File: src/rtl/instr_encoder_if.sv
// Request handshake and instruction-memory write bus of the RV32I program writer.
interface instr_encoder_if #(
   parameter int ADDR_WIDTH = 6
);
   logic                  in_valid;
   logic                  in_ready;
   logic [3:0]            in_op;
   logic [4:0]            in_rd;
   logic [4:0]            in_rs1;
   logic [4:0]            in_rs2;
   logic [11:0]           in_imm;
   logic                  in_last;
   logic                  mem_write_enable;
   logic [ADDR_WIDTH-1:0] mem_address;
   logic [31:0]           mem_write_data;

   modport master (
      output in_valid, in_op, in_rd, in_rs1, in_rs2, in_imm, in_last,
      input  in_ready, mem_write_enable, mem_address, mem_write_data
   );

   modport slave (
      input  in_valid, in_op, in_rd, in_rs1, in_rs2, in_imm, in_last,
      output in_ready, mem_write_enable, mem_address, mem_write_data
   );
endinterface

File: src/rtl/instr_encoder.sv
// RV32I field-level encoder: assembles machine words from op/register/immediate
// fields and writes them sequentially into instruction memory from address 0.
module instr_encoder #(
   parameter int ADDR_WIDTH = 6
) (
   input  logic              clock,
   input  logic              reset,
   instr_encoder_if.slave    bus,
   output logic [ADDR_WIDTH:0] count,
   output logic              done,
   output logic              error
);

   typedef enum logic [1:0] {IDLE, WRITE, DONE, ERROR} state_t;

   localparam logic [ADDR_WIDTH:0] LAST_CNT = {1'b0, {ADDR_WIDTH{1'b1}}};

   state_t                state_q, state_d;
   logic [ADDR_WIDTH-1:0] addr_p1;
   logic [31:0]           word_p1;
   logic                  last_p1;
   logic                  accept;
   logic                  op_legal;

   function automatic logic [31:0] encode(input logic [3:0]  op,
                                          input logic [4:0]  rd,
                                          input logic [4:0]  rs1,
                                          input logic [4:0]  rs2,
                                          input logic [11:0] imm);
      logic [31:0] w;
      case (op)
         4'd0:    w = {7'b0000000, rs2, rs1, 3'b000, rd, 7'b0110011};
         4'd1:    w = {7'b0100000, rs2, rs1, 3'b000, rd, 7'b0110011};
         4'd2:    w = {7'b0000000, rs2, rs1, 3'b111, rd, 7'b0110011};
         4'd3:    w = {7'b0000000, rs2, rs1, 3'b110, rd, 7'b0110011};
         4'd4:    w = {7'b0000000, rs2, rs1, 3'b010, rd, 7'b0110011};
         4'd5:    w = {imm, rs1, 3'b000, rd, 7'b0010011};
         4'd6:    w = {imm, rs1, 3'b111, rd, 7'b0010011};
         4'd7:    w = {imm, rs1, 3'b110, rd, 7'b0010011};
         4'd8:    w = {imm, rs1, 3'b010, rd, 7'b0010011};
         4'd9:    w = {imm, rs1, 3'b010, rd, 7'b0000011};
         4'd10:   w = {imm[11:5], rs2, rs1, 3'b010, imm[4:0], 7'b0100011};
         // imm holds offset[12:1], so offset bit n sits at imm bit n-1
         4'd11:   w = {imm[11], imm[9:4], rs2, rs1, 3'b000, imm[3:0], imm[10], 7'b1100011};
         default: w = 32'h0000_0000;
      endcase
      return w;
   endfunction

   assign op_legal = (bus.in_op <= 4'd11);
   assign accept   = (state_q == IDLE) && bus.in_valid;

   // state register
   always_ff @(posedge clock) begin
      if (reset) state_q <= IDLE;
      else       state_q <= state_d;
   end

   // next-state logic
   always_comb begin
      state_d = state_q;
      case (state_q)
         IDLE:    if (accept) state_d = op_legal ? WRITE : ERROR;
         WRITE:   state_d = (last_p1 || count == LAST_CNT) ? DONE : IDLE;
         DONE:    state_d = DONE;
         ERROR:   state_d = ERROR;
         default: state_d = IDLE;
      endcase
   end

   // state-decoded outputs
   always_comb begin
      bus.in_ready         = 1'b0;
      bus.mem_write_enable = 1'b0;
      done                 = 1'b0;
      error                = 1'b0;
      case (state_q)
         IDLE:    bus.in_ready         = 1'b1;
         WRITE:   bus.mem_write_enable = 1'b1;
         DONE:    done                 = 1'b1;
         ERROR:   error                = 1'b1;
         default: bus.in_ready         = 1'b0;
      endcase
   end

   // encode stage: address and word captured at acceptance, held until the next one
   always_ff @(posedge clock) begin
      if (reset) begin
         addr_p1 <= '0;
         word_p1 <= '0;
         last_p1 <= 1'b0;
      end else if (accept && op_legal) begin
         addr_p1 <= count[ADDR_WIDTH-1:0];
         word_p1 <= encode(bus.in_op, bus.in_rd, bus.in_rs1, bus.in_rs2, bus.in_imm);
         last_p1 <= bus.in_last;
      end
   end

   always_ff @(posedge clock) begin
      if (reset)                 count <= '0;
      else if (state_q == WRITE) count <= count + 1'b1;
   end

   assign bus.mem_address    = addr_p1;
   assign bus.mem_write_data = word_p1;

endmodule

File: src/flat_wrapper.sv
// flat-port wrapper written by rule: the top's interface ports become plain ports
module instr_encoder_flat 
#(
   parameter int ADDR_WIDTH = 6
)
  (clock, reset, count, done, error, bus_in_valid, bus_in_op, bus_in_rd, bus_in_rs1, bus_in_rs2, bus_in_imm, bus_in_last, bus_in_ready, bus_mem_write_enable, bus_mem_address, bus_mem_write_data);
  instr_encoder_if #(.ADDR_WIDTH(ADDR_WIDTH)) bus_i ();
  input  logic clock;
  input  logic reset;
  output logic [ADDR_WIDTH:0] count;
  output logic done;
  output logic error;
  input wire logic [$bits(bus_i.in_valid)-1:0] bus_in_valid;
  input wire logic [$bits(bus_i.in_op)-1:0] bus_in_op;
  input wire logic [$bits(bus_i.in_rd)-1:0] bus_in_rd;
  input wire logic [$bits(bus_i.in_rs1)-1:0] bus_in_rs1;
  input wire logic [$bits(bus_i.in_rs2)-1:0] bus_in_rs2;
  input wire logic [$bits(bus_i.in_imm)-1:0] bus_in_imm;
  input wire logic [$bits(bus_i.in_last)-1:0] bus_in_last;
  output wire logic [$bits(bus_i.in_ready)-1:0] bus_in_ready;
  output wire logic [$bits(bus_i.mem_write_enable)-1:0] bus_mem_write_enable;
  output wire logic [$bits(bus_i.mem_address)-1:0] bus_mem_address;
  output wire logic [$bits(bus_i.mem_write_data)-1:0] bus_mem_write_data;
  assign bus_i.in_valid = bus_in_valid;
  assign bus_i.in_op = bus_in_op;
  assign bus_i.in_rd = bus_in_rd;
  assign bus_i.in_rs1 = bus_in_rs1;
  assign bus_i.in_rs2 = bus_in_rs2;
  assign bus_i.in_imm = bus_in_imm;
  assign bus_i.in_last = bus_in_last;
  assign bus_in_ready = bus_i.in_ready;
  assign bus_mem_write_enable = bus_i.mem_write_enable;
  assign bus_mem_address = bus_i.mem_address;
  assign bus_mem_write_data = bus_i.mem_write_data;
  instr_encoder #(.ADDR_WIDTH(ADDR_WIDTH)) u_core (.clock(clock), .reset(reset), .bus(bus_i), .count(count), .done(done), .error(error));
endmodule
File: config.mk
export PLATFORM = sky130hd
export DESIGN_NAME = instr_encoder_flat
export DESIGN_NICKNAME = d
export VERILOG_FILES = /design/src/rtl/instr_encoder_if.sv /design/src/rtl/instr_encoder.sv /design/src/flat_wrapper.sv
export SDC_FILE = /design/constraint.sdc
export NUM_CORES = 1
export LEC_CHECK = 0
export ABC_AREA = 1
export BUFFER_PORTS_ARGS = -buffer_cell sky130_fd_sc_hd__buf_4
export CAP_MARGIN = 20
export CORE_MARGIN = 2
export CORE_UTILIZATION = 30
export DETAILED_ROUTE_END_ITERATION = 12
export GPL_ROUTABILITY_DRIVEN = 0
export PLACE_DENSITY_LB_ADDON = 0.1
export SYNTH_ARGS = -nofsm -noshare
export SYNTH_HDL_FRONTEND = slang
export SYNTH_SLANG_ARGS = --single-unit
File: constraint.sdc
create_clock -name clock -period 1.3 [get_ports clock]
set_clock_uncertainty 0.1 [all_clocks]
set_input_delay 0 -clock clock [delete_from_list [all_inputs] [get_ports clock]]
set_output_delay 0 -clock clock [all_outputs]
set_load 0.02 [all_outputs]
==> impl_metrics.py, run 1 <==
metrics = {
    "timing": {
        "hold_viol": 0,
        "period_needed_ns": 1.436,
        "tightest_slew_ns": 0.5932,
        "finalSetupViolCount": 40,
        "max_slew_margin_pct": 60.04,
        "finalSetupTns_ns": -2.135,
        "fmax_mhz": 696.4,
        "maxSlewViolCount": 0,
        "setup_slack_ns": -0.1360,
        "period_share_pct": 110.5,
        "rsz0062_at_grt": "yes",
        "whs_ns": 0.01270,
    },
    "pwr": {
        "power.leakage_nw": 1.635,
        "finalPower_mw": 3.965,
        "ir_drop_mv": 0.5381,
        "p_per_area_nw_per_um2": 1079,
    },
    "setup_path": {
        "worstPathArrival_ns": 1.53,
        "cp_top_family": "flip-flops",
        "endpoint": "u_core.count[5]",
        "r2r_start": "u_core.state_q[0]",
        "r2r_slack_ns": -0.14,
        "reg2regPathDepth": 8,
        "cp.depth": 8,
        "path_class": "flip-flop to flip-flop",
        "cp_common_cell": "buf_4",
        "r2r-end": "u_core.count[5]",
        "cp_num_buf_inv": 2,
        "crit_path_start": "u_core.state_q[0]",
        "critPathSlowestCell": "dfxtp_2",
        "worstPathCellList": "buf_4, ha_4, buf_4, nand2_2, nor2_4, nand3_2, o21ai_1, a21oi_1",
        "start_kind": "flip-flop",
        "path_max_fanout": 4,
        "cp-end-kind": "flip-flop",
        "cp.required_ns": 1.40,
        "max_stage_delay_ns": 0.36,
    },
    "clocking": {
        "clock_latency_ns": 0.30,
        "htreeDepth": 2,
        "clock-sinks": 45,
        "clkTransAtPathRegs_ns": 0.09,
        "cts.path.max_buffers": 2,
        "cts_made_buffers": 5,
        "cts_tree": "built",
        "root_buffer": "clkbuf_8",
    },
    "synth": {
        "ys_ff_latch": 45,
        "synth_top_cell_by_area": "dfxtp_1",
        "synth_area_sq_um": 2076,
        "yosys_warnings": 0,
        "synthTopCellsByArea": "dfxtp_1 (43%), nand2_1 (11%), o21ai_0 (10%), nor2_1 (7.8%), a21oi_1 (4.6%)",
        "async_flop_share_pct": 0,
        "synth_cells": 287,
        "ys.flop_type": "dfxtp_1",
        "ys_seq_area_share_pct": 43.40,
        "yosysTopAreaCellShare_pct": 43.40,
        "synthDistinctLibCells": 28,
        "syn_area_per_cell_sq_um": 7.233,
        "synth_edf_count": 0,
    },
    "floorplanning": {
        "die_area_sq_um": 7600,
        "ios": 84,
        "row_count": 30,
        "core_sq_um": 6756,
        "start_util_pct": 30.72,
        "fp.dieH_um": 87.18,
        "fp.dieW_um": 87.18,
    },
    "placement": {
        "dp_cells": 453,
        "placed_cell_area_sq_um": 2934,
        "dpl.hpwl_um": 4454,
        "preCtsSetupSlack_ns": -0.1306,
        "portBuffers": 81,
    },
    "layout": {
        "stdcell_count": 503,
        "final_nets": 462,
        "post-route-util_pct": 54.41,
        "syn_to_final_growth_pct": 77.09,
        "drive_gt1_share_pct": 40.90,
        "design_area_sq_um": 3676,
        "antenna_cells": 0,
        "fillers": 677,
    },
    "drt": {
        "wirelength_um": 6574,
        "drt_pass1_iterations": 4,
        "viasPerCell": 4.646,
        "drc": 0,
        "drt_iter0_drc": 64,
        "antenna_left": 0,
        "wl_per_cell_um": 13.07,
        "vias": 2337,
    },
    "global_route": {
        "grt_max_degree": 24,
        "antenna_found_initial": 0,
        "grt_pass1_wl_um": 10540,
        "grt_overflow_total": 0,
        "grt_util_all_layers_pct": 17.62,
        "grt_pass1_vias": 2239,
    },
    "hold_path": {
        "min_path_type": "input port to flip-flop",
    },
    "job": {
        "maxCapViolCount": 0,
    },
    "outcome": {
        "status": "finished, violations left",
        "violations": "setup timing",
    },
}
[Yosys cell counts (all sizes together), types with 2 or more instances]
| cell | count |
|---|---|
| nor2 | 45 |
| o21ai | 44 |
| ha | 5 |
| nor3 | 5 |
| a21oi | 19 |
| clkbuf | 2 |
| buf | 13 |
| inv | 23 |
| a31oi | 8 |
| dfxtp | 45 |
| nand3 | 5 |
| nand2 | 62 |
| a41oi | 5 |
[layout by cell type (no fill, tap or decap), types with 3 or more instances in the layout]
cell type      count
buf_4             95
nand2_1           54
dfxtp_1           41
dlygate4sd3_1     34
nor2_1            28
o21ai_1           22
inv_1             18
a21oi_1           17
o21ai_0           12
nor2_2            11
o21ai_2            9
a31oi_1            8
nand2_2            7
nor2_4             5
clkbuf_8           5
buf_12             5
inv_2              4
nor3_1             4
nand3_1            4
buf_6              4
a41oi_2            3
[per-layer routing]
| layer | GRT usage (%) | up-vias | routed length [um] |
|---|---|---|---|
| li1 | - | 1213 | - |
| met1 | 23.72 | 1058 | 2985 |
| met2 | 28.17 | 57 | 3195 |
| met3 | 3.697 | 9 | 300 |
| met4 | 5.734 | 0 | 93 |
| met5 | 0 | - | 0 |
[cell families after synthesis]
group,Yosys count,synth area share (%)
other,1,0.1807
adders and majority gates,5,3.014
AOI/OAI and AO/OA,77,20.31
DFF,45,43.40
buffers and inverters,39,9.343
and+or+nand+nor,120,23.75
[sequential cells by signal, summed over array words and instances, names as in the netlist]
register,flops
u_core.last_p1,1
u_core.count,7
u_core.bus.mem_write_data,29
u_core.bus.mem_address,6
u_core.state_q,2
[worst register-to-register path: stages, from the launching register on]
cell     delay [ns]
dfxtp_2        0.36
buf_4          0.12
ha_4           0.15
buf_4          0.12
nand2_2        0.07
nor2_4         0.14
nand3_2        0.08
o21ai_1        0.13
a21oi_1        0.06
[cell type report]
cell class / instances / area (sq um) / share of cell area [%]
timing repair buffer: 141 / 1269 / 34.51
multi-input combinational: 204 / 1192 / 32.44
sequential: 45 / 910.9 / 24.78
inverter: 24 / 105.1 / 2.859
tap: 80 / 100.1 / 2.723
clock buffer: 6 / 72.57 / 1.974
clock inverter: 2 / 15.01 / 0.4084
timing repair inverter: 1 / 11.26 / 0.3063
[report_power, final]
| part | internal, mW | leakage, nW | switching, mW |
|---|---|---|---|
| logic | 0.721 | 1.23 | 0.735 |
| clock network | 0.380 | 0.0374 | 0.516 |
| registers | 1.53 | 0.372 | 0.0869 |
[worst min-delay path by stage]
stage                              from                       endpoint  slack [ns]  depth (start not counted)
after floorplan            bus_in_op[3]   u_core.bus.mem_write_data[4]        0.01                          1
after global routing       bus_in_op[1]   u_core.bus.mem_write_data[5]        0.02                          3
final                      bus_in_op[1]   u_core.bus.mem_write_data[5]        0.01                          3
after global placement    bus_in_rs1[2]  u_core.bus.mem_write_data[17]        0.12                          3
after detailed placement  bus_in_rs1[2]  u_core.bus.mem_write_data[17]        0.13                          3
after CTS                  bus_in_op[3]   u_core.bus.mem_write_data[4]       -0.14                          2
[repair_timing]
item	CTS	global route
pin swaps	11	7
setup endpoints to repair	41	46
resized for setup	28	58
endpoints found under the hold margin	34	2
gates cloned	3	0
buffers inserted	5	2
hold buffers	33	1
(Power assumes the default switching activity.)
==> run 2: changes to the inputs <==
--- a/config.mk
+++ b/config.mk
@@ -12,7 +12,7 @@
 export CORE_UTILIZATION = 30
 export DETAILED_ROUTE_END_ITERATION = 12
 export GPL_ROUTABILITY_DRIVEN = 0
-export PLACE_DENSITY_LB_ADDON = 0.1
+export PLACE_DENSITY = 0.6
 export SYNTH_ARGS = -nofsm -noshare
 export SYNTH_HDL_FRONTEND = slang
 export SYNTH_SLANG_ARGS = --single-unit
==> impl_metrics.py, run 2 (synthesis results as in run 1) <==
metrics = {
    "drt": {
        "drc": 0,
        "viasPerCell": 4.678,
        "drt_iter0_drc": 64,
        "vias": 2353,
        "drt_pass1_iterations": 4,
        "wirelength_um": 6367,
        "wl_per_cell_um": 12.66,
        "antenna_left": 0,
    },
    "layout": {
        "final_nets": 462,
        "layout_common_cells": "buf_4 (98), nand2_1 (57), dfxtp_1 (41), nor2_1 (38), dlygate4sd3_1 (33)",
        "stdcell_count": 503,
        "syn_to_final_growth_pct": 75.35,
        "antenna_cells": 0,
        "drive_gt1_share_pct": 40.19,
        "largest_reg_flops": 29,
        "final_common_cell": "buf_4",
        "fillers": 649,
        "regArea_sq_um": 910.9,
        "design_area_sq_um": 3640,
        "multi_input_area_sq_um": 1162,
    },
    "clocking": {
        "clkTransAtPathRegs_ns": 0.09,
        "clock-sinks": 45,
        "root_buffer": "clkbuf_8",
        "cts_tree": "built",
        "clock_latency_ns": 0.30,
        "htreeDepth": 2,
        "cts_made_buffers": 5,
        "cts.path.max_buffers": 2,
    },
    "timing": {
        "finalSetupViolCount": 39,
        "period_share_pct": 109.4,
        "maxSlewViolCount": 0,
        "tightest_slew_ns": 0.5472,
        "fmax_mhz": 703.0,
        "rsz0062_at_grt": "yes",
        "period_needed_ns": 1.422,
        "hold_viol": 0,
        "setup_slack_ns": -0.1225,
        "max_slew_margin_pct": 63.13,
    },
    "floorplanning": {
        "row_count": 30,
        "die_area_sq_um": 7600,
        "core_sq_um": 6756,
        "start_util_pct": 30.72,
        "ios": 84,
        "fp.dieW_um": 87.18,
        "fp.dieH_um": 87.18,
    },
    "setup_path": {
        "critPathSlowestCell": "dfxtp_2",
        "cp_top_family": "simple AND/OR/NAND/NOR gates",
        "worstPathCellList": "inv_4, buf_12, ha_4, inv_4, nor2_4, nand2_2, nor2_4, a21oi_2, nor3_2",
        "cp-end-kind": "flip-flop",
        "path_class": "flip-flop to flip-flop",
        "cp.required_ns": 1.43,
        "path_max_fanout": 4,
        "worstPathArrival_ns": 1.55,
        "start_kind": "flip-flop",
        "cp_num_buf_inv": 3,
        "max_stage_delay_ns": 0.34,
    },
    "placement": {
        "preCtsSetupSlack_ns": -0.1312,
        "portBuffers": 81,
        "placed_cell_area_sq_um": 2934,
        "dpl.hpwl_um": 4350,
        "dp_cells": 453,
    },
    "global_route": {
        "grt_util_all_layers_pct": 16.66,
        "grt_pass1_vias": 2259,
        "grt_overflow_total": 0,
        "grt_max_degree": 19,
        "antenna_found_initial": 0,
        "grt_pass1_wl_um": 10090,
    },
    "pwr": {
        "ir_drop_mv": 0.5253,
        "p_per_area_nw_per_um2": 1078,
        "power.leakage_nw": 1.644,
        "finalPower_mw": 3.925,
    },
    "outcome": {
        "status": "finished, violations left",
        "violations": "setup timing",
    },
    "job": {
        "maxCapViolCount": 0,
    },
    "hold_path": {
        "min_path_type": "input port to flip-flop",
    },
}
[run 2: final cells by class]
class	instances	share of cell area [%]
repair buffers	142	34.82
multi-input cells	204	31.94
flip-flops and latches	45	25.03
inverters	24	2.956
well taps	80	2.750
clock buffers	5	1.891
clock inverters	3	0.6188
[run 2: worst paths after layout]
path | start | to | slack [ns] | cells after the start
setup / recovery | u_core.state_q[1] | u_core.count[6] | -0.12 | 9
hold / removal | bus_in_op[2] | u_core.bus.mem_write_data[5] | 0.02 | 4
setup reg to reg | u_core.state_q[1] | u_core.count[6] | -0.12 | 9
hold reg to reg | u_core.bus.mem_write_data[14] | u_core.bus.mem_write_data[14] | 0.37 | 2
[run 2: worst reg2reg max path: cells and delay by family, from the launching register on]
family / cells / cell delay, ns
adders and majority gates: 1 / 0.15
DFF: 1 / 0.34
and+or+nand+nor: 4 / 0.48
AOI/OAI and AO/OA: 1 / 0.07
buffers and inverters: 3 / 0.22
[run 2: power breakdown]
group	leakage [nW]	internal, mW	total (mW)	switching [mW]
registers	0.372	1.53	1.61	0.0852
clock network	0.0481	0.382	0.873	0.492
logic	1.22	0.718	1.44	0.722
total	1.64	2.63	3.92	1.30
[run 2: layer usage]
metal / wire length (um) / track usage, %
met2: 3211 / 28.73
met1: 2780 / 20.65
met5: 0 / 0
met4: 52 / 3.916
met3: 323 / 4.550
[run 2: metrics by stage]
stage / util [%] / hold WS, ns / setup TNS, ns
final: 53.87 / 0.01815 / -2.633
after global routing: 53.87 / 0.03556 / -5.961
after floorplan: - / 0.01414 / -1.150
after detailed placement: 43.43 / 0.1410 / -2.822
after CTS: 51.37 / 0.002788 / -3.655
after global placement: 43.43 / 0.1276 / -1.706
[run 2: repair_timing]
| action | 4_1_cts | 5_1_grt |
|---|---|---|
| setup buffers | 5 | 4 |
| hold buffers | 33 | 0 |
| pin swaps | 6 | 16 |
| hold endpoints to repair | 34 | 0 |
| endpoints found under the setup margin | 40 | 42 |
| gates cloned | 1 | 1 |
| gates resized for setup | 28 | 47 |
==> run 3: changes to the inputs <==
==> constraint.sdc (replaced) <==
create_clock -name clock -period 1.3 [get_ports clock]
set_clock_uncertainty 0.1 [all_clocks]
set_input_delay 0.26 -clock clock [delete_from_list [all_inputs] [get_ports clock]]
set_output_delay 0.26 -clock clock [all_outputs]
set_load 0.02 [all_outputs]
==> impl_metrics.py, run 3 (synthesis results as in run 1) <==
metrics = {
    "setup_path": {
        "path_class": "flip-flop to output pin",
        "worstPathCellList": "buf_6, ha_4, buf_6, buf_6",
        "endpoint": "bus_mem_write_enable",
        "cp_top_family": "flip-flops",
        "critPathSlowestCell": "dfxtp_4",
        "start_kind": "flip-flop",
        "cp-end-kind": "output pin",
        "cp_common_cell": "buf_6",
        "cp.depth": 4,
        "worstPathArrival_ns": 1.15,
        "cp_num_buf_inv": 3,
        "r2r_slack_ns": -0.18,
        "crit_path_start": "u_core.state_q[0]",
        "max_stage_delay_ns": 0.37,
        "r2r_start": "u_core.state_q[0]",
        "reg2regPathDepth": 9,
        "r2r-end": "u_core.bus.mem_address[1]",
        "path_max_fanout": 4,
        "cp.required_ns": 0.94,
    },
    "global_route": {
        "antenna_found_initial": 0,
        "grt_pass1_wl_um": 9977,
        "grt_pass1_vias": 2126,
        "grt_overflow_total": 0,
        "grt_util_all_layers_pct": 16.68,
        "grt_max_degree": 31,
    },
    "pwr": {
        "p_per_area_nw_per_um2": 1100,
        "finalPower_mw": 4.034,
        "ir_drop_mv": 0.4612,
        "power.leakage_nw": 1.644,
    },
    "drt": {
        "wl_per_cell_um": 13.40,
        "drc": 0,
        "drt_iter0_drc": 65,
        "viasPerCell": 4.798,
        "wirelength_um": 6568,
        "drt_pass1_iterations": 4,
        "vias": 2351,
        "antenna_left": 0,
    },
    "layout": {
        "stdcell_count": 490,
        "final_common_cell": "buf_4",
        "antenna_cells": 0,
        "largest_reg_flops": 29,
        "post-route-util_pct": 54.26,
        "drive_gt1_share_pct": 50.00,
        "fillers": 663,
        "design_area_sq_um": 3666,
        "layout_common_cells": "buf_4 (104), nand2_1 (58), dfxtp_1 (38), nor2_1 (32), o21ai_2 (19)",
        "syn_to_final_growth_pct": 76.61,
        "final_nets": 449,
    },
    "timing": {
        "period_share_pct": 116.2,
        "setup_slack_ns": -0.2108,
        "hold_viol": 0,
        "finalSetupViolCount": 44,
        "period_needed_ns": 1.511,
        "fmax_mhz": 661.9,
        "rsz0062_at_grt": "yes",
        "maxSlewViolCount": 0,
        "finalSetupTns_ns": -5.472,
        "whs_ns": 0.08379,
    },
    "clocking": {
        "clock-sinks": 45,
        "clkTransAtPathRegs_ns": 0.08,
        "htreeDepth": 2,
        "ctsHoldBuffers": 0,
        "cts.path.max_buffers": 2,
        "cts_made_buffers": 5,
        "clock_latency_ns": 0.30,
        "root_buffer": "clkbuf_8",
        "cts_tree": "built",
    },
    "placement": {
        "dp_cells": 469,
        "dpl.hpwl_um": 4505,
        "preCtsSetupSlack_ns": -0.09579,
        "placed_cell_area_sq_um": 3042,
        "portBuffers": 81,
    },
    "outcome": {
        "violations": "setup timing",
        "status": "finished, violations left",
    },
    "floorplanning": {
        "start_util_pct": 30.72,
        "core_sq_um": 6756,
        "fp.dieW_um": 87.18,
        "fp.dieH_um": 87.18,
        "row_count": 30,
        "die_area_sq_um": 7600,
        "ios": 84,
    },
    "hold_path": {
        "min_path_type": "input port to flip-flop",
    },
    "job": {
        "maxCapViolCount": 0,
    },
}
[run 3: changes by cell type in the layout (fill, tap and decap cells not counted), moves of 3 or more]
cell,change
nor2_4,+3
o21ai_1,-5
o21ai_2,+5
nor2_1,-6
buf_6,+10
buf_12,+3
dfxtp_1,-3
buf_4,+6
ha_4,+3
dlygate4sd3_1,-33
nor2_2,+3
[run 3: layout make-up]
| class | count | area (sq um) | share of cell area, % |
|---|---|---|---|
| Multi-Input combinational cell | 204 | 1280 | 34.91 |
| Timing Repair inverter | 1 | 16.27 | 0.4437 |
| Tap cell | 80 | 100.1 | 2.730 |
| Timing Repair Buffer | 128 | 1162 | 31.71 |
| Clock buffer | 6 | 72.57 | 1.980 |
| Sequential cell | 45 | 917.1 | 25.02 |
| Inverter | 24 | 107.6 | 2.935 |
| Clock inverter | 2 | 10.01 | 0.2730 |
[run 3: how the worst min path moves through the flow]
stage,start,endpoint,slack [ns],cells after the start
2_1_floorplan,bus_in_op[3],u_core.bus.mem_write_data[4],0.27,1
3_3_place_gp,u_core.bus.mem_write_data[14],u_core.bus.mem_write_data[14],0.35,2
3_5_place_dp,u_core.bus.mem_write_data[14],u_core.bus.mem_write_data[14],0.37,2
4_1_cts,bus_in_rs1[2],u_core.bus.mem_write_data[17],0.09,3
5_1_grt,bus_in_rs1[4],u_core.bus.mem_write_data[19],0.09,3
6_report,bus_in_rs1[4],u_core.bus.mem_write_data[19],0.08,3
[run 3: worst reg2reg max path, cell delays in order, from the launching register on]
cell      delay (ns)
dfxtp_4         0.37
inv_4           0.06
ha_4            0.15
nand2_4         0.07
nor2_8          0.16
buf_12          0.16
buf_12          0.11
clkinv_8        0.07
nor2_1          0.09
nor2_1          0.05
[run 3: what timing repair did]
| action | 4_1_cts | 5_1_grt |
|---|---|---|
| endpoints found under the setup margin | 42 | 53 |
| gates resized for setup | 34 | 75 |
| gates cloned | 3 | 3 |
| pin swaps | 7 | 27 |
| setup buffers | 5 | 4 |
[run 3: power by group]
part / internal, mW / switching, mW
logic: 0.771 / 0.775
registers: 1.53 / 0.102
clock network: 0.374 / 0.484
total: 2.67 / 1.36
[run 3: layer usage]
metal  vias to the layer above  global-route usage, %  wire length (um)
met5                         -                      0                 0
met4                         0                  4.755                80
met3                         9                  4.076               376
met2                        58                  26.86              3150
met1                      1092                  22.20              2960
li1                       1192                      -                 -
